`config.mk`:
```
export PLATFORM = sky130hd
export DESIGN_NAME = pipeline_ctrl
export DESIGN_NICKNAME = d
export VERILOG_FILES = /design/src/rtl/pipeline_ctrl.sv
export SDC_FILE = /design/constraint.sdc
export NUM_CORES = 1
export LEC_CHECK = 0
export CAP_MARGIN = 10
export CORE_MARGIN = 4
export CORE_UTILIZATION = 49
export CTS_CLUSTER_DIAMETER = 100
export CTS_CLUSTER_SIZE = 28
export DETAILED_ROUTE_END_ITERATION = 8
export GPL_TIMING_DRIVEN = 0
export MAX_ROUTING_LAYER = met4
export PLACE_DENSITY = 0.75
export REMOVE_ABC_BUFFERS = 1
export SYNTH_ARGS = -nofsm -noshare
export SYNTH_HDL_FRONTEND = slang
export SYNTH_SLANG_ARGS = --single-unit
```
`constraint.sdc`:
```
create_clock -name clk -period 3.16 [get_ports clk]
set_clock_uncertainty 0.2 [all_clocks]
set_input_delay 0.316 -clock clk [delete_from_list [all_inputs] [get_ports clk]]
set_output_delay 0.316 -clock clk [all_outputs]
set_load 0.02 [all_outputs]
```
`src/rtl/pipeline_ctrl.sv`:
```
// pipeline_ctrl: hazard, stall, flush and forwarding control for a 5-stage in-order pipeline.
// Latency: control outputs are combinational from stage state and inputs; stage tags advance one stage per clk.
// Backpressure: ex_busy freezes PC, IF/ID and ID/EX and bubbles EX/MEM; RAW/load-use hazards hold PC and IF/ID and bubble ID/EX.
//
// Ports:
//   clk, rst                      clock, asynchronous active-low reset
//   if_valid                      fetch has a valid instruction for IF/ID
//   id_rs1/id_rs2 (+ _used)       source registers of the instruction in ID
//   id_rd, id_reg_write, id_is_load  destination info of the instruction in ID
//   ex_branch_taken, ex_busy      EX redirect / EX multi-cycle hold
//   pc_we, if_id_we               PC and IF/ID update enables
//   if_id_flush, id_ex_flush      load a bubble into IF/ID / ID/EX
//   stage_valid                   {MEM/WB, EX/MEM, ID/EX, IF/ID} valid bits
//   fwd_a_sel, fwd_b_sel          00 regfile, 01 EX/MEM, 10 MEM/WB
//   stall_count, retire_count     saturating performance counters
//
// Build option: define PIPELINE_CTRL_FORWARDING_EN to enable operand forwarding
// (only load-use stalls remain). Without it every RAW dependency stalls until the
// producer has left MEM/WB.
//
// Forward selects are computed for the instruction in ID and are meant to be
// captured alongside it into ID/EX. A producer currently in ID/EX will sit in
// EX/MEM when the consumer executes (select 01); a producer currently in EX/MEM
// will sit in MEM/WB (select 10).

module pipeline_ctrl #(
  parameter int REG_AW = 5,
  parameter int CNT_W  = 32
) (
  input  logic              clk,
  input  logic              rst,
  input  logic              if_valid,
  input  logic [REG_AW-1:0] id_rs1,
  input  logic [REG_AW-1:0] id_rs2,
  input  logic              id_rs1_used,
  input  logic              id_rs2_used,
  input  logic [REG_AW-1:0] id_rd,
  input  logic              id_reg_write,
  input  logic              id_is_load,
  input  logic              ex_branch_taken,
  input  logic              ex_busy,
  output logic              pc_we,
  output logic              if_id_we,
  output logic              if_id_flush,
  output logic              id_ex_flush,
  output logic [3:0]        stage_valid,
  output logic [1:0]        fwd_a_sel,
  output logic [1:0]        fwd_b_sel,
  output logic [CNT_W-1:0]  stall_count,
  output logic [CNT_W-1:0]  retire_count
);

  typedef struct packed {
    logic              vld;
    logic [REG_AW-1:0] rd;
    logic              rw;
    logic              ld;
  } stg_t;

  localparam logic [CNT_W-1:0] CNT_ONE = CNT_W'(1);

  logic ifid_vld;
  stg_t id_stage;
  stg_t id_ex;
  stg_t ex_mem;
  stg_t mem_wb;

  logic hit_idex_a, hit_idex_b, hit_exmem_a, hit_exmem_b;
  logic raw_stall;

  // A producer only matches when it is a real register write to a non-zero rd.
  function automatic logic src_hit(input stg_t s, input logic [REG_AW-1:0] rs, input logic used);
    return s.vld && s.rw && (s.rd != '0) && used && (s.rd == rs);
  endfunction

  // Tags for the instruction in ID; a bubble carries all-zero fields.
  always_comb begin
    id_stage     = '0;
    id_stage.vld = ifid_vld;
    if (ifid_vld) begin
      id_stage.rd = id_rd;
      id_stage.rw = id_reg_write;
      id_stage.ld = id_is_load;
    end
  end

  // An empty ID stage cannot create a dependency.
  assign hit_idex_a  = ifid_vld && src_hit(id_ex,  id_rs1, id_rs1_used);
  assign hit_idex_b  = ifid_vld && src_hit(id_ex,  id_rs2, id_rs2_used);
  assign hit_exmem_a = ifid_vld && src_hit(ex_mem, id_rs1, id_rs1_used);
  assign hit_exmem_b = ifid_vld && src_hit(ex_mem, id_rs2, id_rs2_used);

`ifdef PIPELINE_CTRL_FORWARDING_EN
  // Load data is not available in time to forward from EX/MEM, so a load in
  // ID/EX feeding the ID instruction costs one bubble.
  assign raw_stall = id_ex.ld && (hit_idex_a || hit_idex_b);

  always_comb begin
    fwd_a_sel = 2'b00;
    fwd_b_sel = 2'b00;
    if (hit_idex_a)       fwd_a_sel = 2'b01;
    else if (hit_exmem_a) fwd_a_sel = 2'b10;
    if (hit_idex_b)       fwd_b_sel = 2'b01;
    else if (hit_exmem_b) fwd_b_sel = 2'b10;
  end
`else
  logic hit_memwb_a, hit_memwb_b;

  assign hit_memwb_a = ifid_vld && src_hit(mem_wb, id_rs1, id_rs1_used);
  assign hit_memwb_b = ifid_vld && src_hit(mem_wb, id_rs2, id_rs2_used);

  // No bypass network: wait until the producer has fully written back.
  assign raw_stall = hit_idex_a || hit_idex_b || hit_exmem_a || hit_exmem_b ||
                     hit_memwb_a || hit_memwb_b;

  assign fwd_a_sel = 2'b00;
  assign fwd_b_sel = 2'b00;
`endif

  // Priority: busy > taken branch > RAW stall > advance. In reset the
  // enables sit at their pass-through values regardless of inputs.
  always_comb begin
    pc_we       = 1'b1;
    if_id_we    = 1'b1;
    if_id_flush = 1'b0;
    id_ex_flush = 1'b0;
    if (rst) begin
      if (ex_busy) begin
        pc_we    = 1'b0;
        if_id_we = 1'b0;
      end else if (ex_branch_taken) begin
        if_id_flush = 1'b1;
        id_ex_flush = 1'b1;
      end else if (raw_stall) begin
        pc_we       = 1'b0;
        if_id_we    = 1'b0;
        id_ex_flush = 1'b1;
      end
    end
  end

  always_ff @(posedge clk or negedge rst) begin
    if (!rst) begin
      ifid_vld     <= 1'b0;
      id_ex        <= '0;
      ex_mem       <= '0;
      mem_wb       <= '0;
      stall_count  <= '0;
      retire_count <= '0;
    end else begin
      if (if_id_flush)   ifid_vld <= 1'b0;
      else if (if_id_we) ifid_vld <= if_valid;

      if (id_ex_flush)   id_ex <= '0;
      else if (!ex_busy) id_ex <= id_stage;

      // While EX is busy its result is not ready, so EX/MEM takes a bubble.
      ex_mem <= ex_busy ? '0 : id_ex;
      mem_wb <= ex_mem;

      if (!pc_we && (stall_count != '1))
        stall_count <= stall_count + CNT_ONE;
      if (mem_wb.vld && (retire_count != '1))
        retire_count <= retire_count + CNT_ONE;
    end
  end

  assign stage_valid = {mem_wb.vld, ex_mem.vld, id_ex.vld, ifid_vld};

  // Tag bits kept for visibility that no hazard path needs in every build.
  logic unused_tags;
  assign unused_tags = ^{id_ex.ld, ex_mem.ld, mem_wb.rd, mem_wb.rw, mem_wb.ld};

endmodule
```
# After elaboration in Yosys (flattened, before gate mapping)
# Cells that the tools add are included.
# classes
eq_ne	9
muxes	17
add_sub_neg	2
reduce_logical	36
# op_table
cell	n
$add A32 B1 Y32 const B	2
$ne A32 B32 Y1 const B	2
$eq A5 B5 Y1	6
$logic_and A1 B1 Y1	26
$mux W8	3
$reduce_bool A5 Y1	3
$mux W1	13
$mux W7	1
$logic_or A1 B1 Y1	5
$ne A2 B1 Y1 const B	1
$reduce_bool A2 Y1	1
$logic_not A1 Y1	1
# word_totals
ff_bits	87
input_bits	24
wordCells	77
output_inout_bits	76

# Longest topological paths before layout
# logic_depth
ltp_word	16
depth_mapped	9
depth_no_buf	8

# Worst setup path after synthesis
# Ideal clock, no wire load.
# synth_path
path_kind	reg2out
startpoint	register id_ex[2] (netlist bit)
endpoint	output port pc_we
n_path_buf	1
stages_incl_launch_ff	7
required_ns	2.644
t_arrival_ns	2.175
slack_ns	0.469
path_cell_list	dfrtp_1 > or3_1 > o311a_1 > a22oi_2 > a21oi_2 > o21ai_0 > buf_4
# synth_via
elab_chain_len	14
elab_cells_between_ends	19
classes_between	eq/ne (2); mux (4); reduce/logical (13)
# synth_rtl
element	line	text
from (decl)	64	stg_t id_ex;
from (signal assigned)	155	else if (!ex_busy) id_ex <= id_stage;
$reduce_bool A5 Y1	73	return s.vld && s.rw && (s.rd != '0) && used && (s.rd == rs);
$logic_and A1 B1 Y1 (3 in series)	73	
$logic_and A1 B1 Y1, on equally long branches	88, 89	
$logic_or A1 B1 Y1 * (4 in series)	113	assign raw_stall = hit_idex_a || hit_idex_b || hit_exmem_a || hit_exmem_b ||
$logic_or A1 B1 Y1 *	114	hit_memwb_a || hit_memwb_b;
$mux W1 * (4 in series)	n/a	
to (decl)	42	output logic pc_we,
# Every way passes the cells marked *; elsewhere a longest branch is shown, timed or not.

# Worst setup path in the final report
# layout_path
startpoint	register id_ex[2] (netlist bit)
endpoint	output port if_id_we
# layout_via
elab_chain_len	14
elab_cells_between_ends	19
classes_between	eq/ne (2); mux (4); reduce/logical (13)
# layout_rtl
element	line	text
$reduce_bool A5 Y1	73	
$logic_and A1 B1 Y1 (3 in series)	73	
$logic_and A1 B1 Y1, on equally long branches	88, 89	
$logic_or A1 B1 Y1 * (4 in series)	113	
$logic_or A1 B1 Y1 *	114	
$mux W1 *	134	end else if (raw_stall) begin
$mux W1 *	131	end else if (ex_branch_taken) begin
$mux W1 *	128	if (ex_busy) begin
$mux W1 *	127	if (rst) begin
to (decl)	43	output logic if_id_we,
# Marks and branches as above.

==> flow_summary.ini <==
[layout]
nNetsFinal = 513
num_antenna_cells = 0
syn2layout_area_growth_pct = 29.3
stdcell_count = 597
final_area_um2 = 5530
layout-drive-gt1-share = 0.0691
fillerInstances = 651
multi_input_area_um2 = 2010
seq_area_um2 = 2150
final_core_util = 0.663

[global_routing]
grt_pass1_vias = 3273
grtUsageTotal = 0.198
antenna_found_initial = 0
grt-ovfl-total = 0
grt_max_degree = 56
grt_pass1_wl_um = 16000

[yosys]
synth-edff-count = 0
synth_cells = 393
ys_warn_count = 0
syn_area_um2 = 4280
synth-seq-cells = 86
synth_top_cell_by_area = dfrtp_1
synth_area_leaders = dfrtp_1 (50%), xnor2_1 (9.4%), xor2_1 (9.4%)
async_flop_share = 1.00
synth-seq-area-share = 0.503
yosys.area.top_type_share = 0.503
synthFlopType = dfrtp_1
syn_avg_cell_area_um2 = 10.9
yosysUniqueCellTypes = 44

[timing]
fin_crit_sh = 0.938
setup_tns_ps = 0
report.final.slew_viol_count = 0
tightest_slew_ps = 753
relSlewSlack = 0.496
worst_slack_ps = 195
fmax_ghz = 0.337
hold_violations = 0
period_minus_slack_ps = 2960
final-setup-viol-count = 0
rsz0062_at_grt = no

[floorplanning]
ios = 100
coreArea_um2 = 8340
rows = 33
chipHeight_um = 101
start_util = 0.513
die_w_um = 101
die_area_um2 = 10300

[worst_setup_path]
cp.arrival_ps = 2450
worstPathMaxFanout = 5
cp-end-kind = output port
start_kind = register
worstSetupPathType = register to output port
cp.required_ps = 2640

[clock_network]
clock-sinks = 86
htree_levels = 3
clk_latency_ps = 340
cts-root-buf = clkbuf_8
clockBufferDepth = 2
cts_setup_buffers = 0
cts.clk_slew.worst_paths_ps = 80
cts_buffers = 9
tritoncts = yes

[detailed_routing]
wl_um = 9460
routed_via_density = 5.31
wl_per_cell_um = 15.8
route.detailed.drc = 0
first_pass_iters = 4
antenna_left = 0
first_iter_violations = 41
num_vias = 3170

[power_and_ir_drop]
p_leak_uw = 0.00248
powerDensity_nw_per_um2 = 476
clock_power_share = 0.319
power_frac_seq = 0.493
pwr-share-comb = 0.188
switching_power_uw = 741
switching_share = 0.282
internal_power_uw = 1890
irDropWorstVdd_uv = 362

[placed_design]
dp_slack_ps = -27.2
dp.cells = 580
gp_congestion = 0.807
io_buffers = 94
place_area_um2 = 5310
dpl.hpwl_um = 6940

[hold_path]
hold_class = register to register

[job]
maxCapViolCount = 0

[outcome]
outcome = completed
==> layer usage <==
layer  wire length [µm]  part of all wire  vias up  global-route usage
met5                  0                 0        -                   -
met4                 97             0.010        0              0.0511
met3                324             0.034        9              0.0282
met2               4520              0.48       75               0.311
met1               4520              0.48     1559               0.272
li1                   -                 -     1527                   -
==> stage by stage <==
stage,hold slack [ps],power (µW)
after floorplan,-180,1550
after global placement,182,1800
after detailed placement,132,1820
after CTS,206,2660
after global routing,223,2760
final,204,2630
==> placed cells by master (no fill, tap or decap), types with 3 or more instances in the layout <==
cell / n
xnor2_1: 46
and3_1: 11
nand2_1: 40
dlygate4sd2_1: 3
nand4_1: 16
or3_1: 3
dfrtp_1: 86
o21ai_0: 3
and2_1: 6
nor2_1: 17
xor2_1: 46
clkdlybuf4s50_1: 90
clkbuf_8: 10
nor4_1: 4
conb_1: 4
a22o_1: 6
nand3_1: 19
nand2b_1: 3
inv_1: 5
nor2b_1: 7
nor4_2: 9
and4_1: 6
nor3_1: 15
==> sequential cells by signal (all words and copies together) (netlist names) <==
name and count:
id_ex 6, ifid_vld 1, stage_valid 3, stall_count 32, mem_wb 6, ex_mem 6, retire_count 32
==> area by class of cell <==
type,instances,share of cell area
Multi-Input combinational cell,288,0.364
Sequential cell,86,0.389
Clock buffer,12,0.0263
Tap cell,105,0.0238
Inverter,5,0.00340
Timing Repair Buffer,97,0.181
Clock inverter,4,0.0127
==> kinds of logic (layout without fill, tap and decap cells) <==
kind of cell | Yosys count | in the layout | share of synthesized area
other | 1 | 4 | 0.000877
muxes | 2 | 2 | 0.00527
and+or+nand+nor | 165 | 165 | 0.223
xor gates and xnor gates | 92 | 92 | 0.188
AOI/OAI and AO/OA | 23 | 23 | 0.0421
adders and majority gates | 2 | 2 | 0.00585
buffers and inverters | 22 | 118 | 0.0310
DFF | 86 | 86 | 0.503
==> path summary, 6_finish.rpt <==
path	startpoint	end	cells past startpoint	slack, ps
min in group asynchronous	rst	mem_wb[3]$_DFF_PN0_	2	290
worst min-delay path	ex_mem[1]$_DFF_PN0_	mem_wb[1]$_DFF_PN0_	0	200
worst max-delay path	id_ex[2]$_DFFE_PN0P_	if_id_we	6	200
worst min register to register	ex_mem[1]$_DFF_PN0_	mem_wb[1]$_DFF_PN0_	0	200
max in group asynchronous	rst	stall_count[29]$_DFFE_PN0P_	3	1830
worst max register to register	stall_count[3]$_DFFE_PN0P_	stall_count[19]$_DFFE_PN0P_	9	360
==> synthesized netlist by cell type (2+ instances only) <==
master,number
dfrtp_1,86
xnor2_1,46
xor2_1,46
nand2_1,40
nand3_1,19
nor2_1,17
nand4_1,16
nor3_1,15
and3_1,11
buf_4,11
nor4_2,9
nor2b_1,7
a22o_1,6
and2_1,6
and4_1,6
inv_1,5
clkbuf_1,4
nor4_1,4
o21ai_0,4
nand2b_1,3
or3_1,3
a21o_1,2
a21oi_1,2
and3b_1,2
ha_1,2
o22ai_1,2
o311a_1,2
==> timing repair <==
| action | in CTS | in global routing |
|---|---|---|
| gates cloned | 0 | 0 |
| pin swaps | 0 | 0 |
| gates resized for setup | 3 | 1 |
| hold endpoints to repair | 38 | 0 |
| hold buffers | 1 | 0 |
| endpoints found under the setup margin | 3 | 2 |
==> critical path, cell delays in order, from the launching register on <==
cell,delay [ps]
dfrtp_1,460
or3_1,380
o311a_1,310
a22oi_2,260
a21oi_2,120
o21ai_1,200
dlygate4sd2_1,370
==> power groups by stage <==
stage,clock network (µW),registers (µW),logic [µW]
after floorplan,0,1380,171
after global placement,0,1320,481
after detailed placement,0,1320,500
after CTS,858,1300,503
after global routing,907,1310,541
final,839,1300,494
Note: power is estimated with default switching activity, not from simulation.
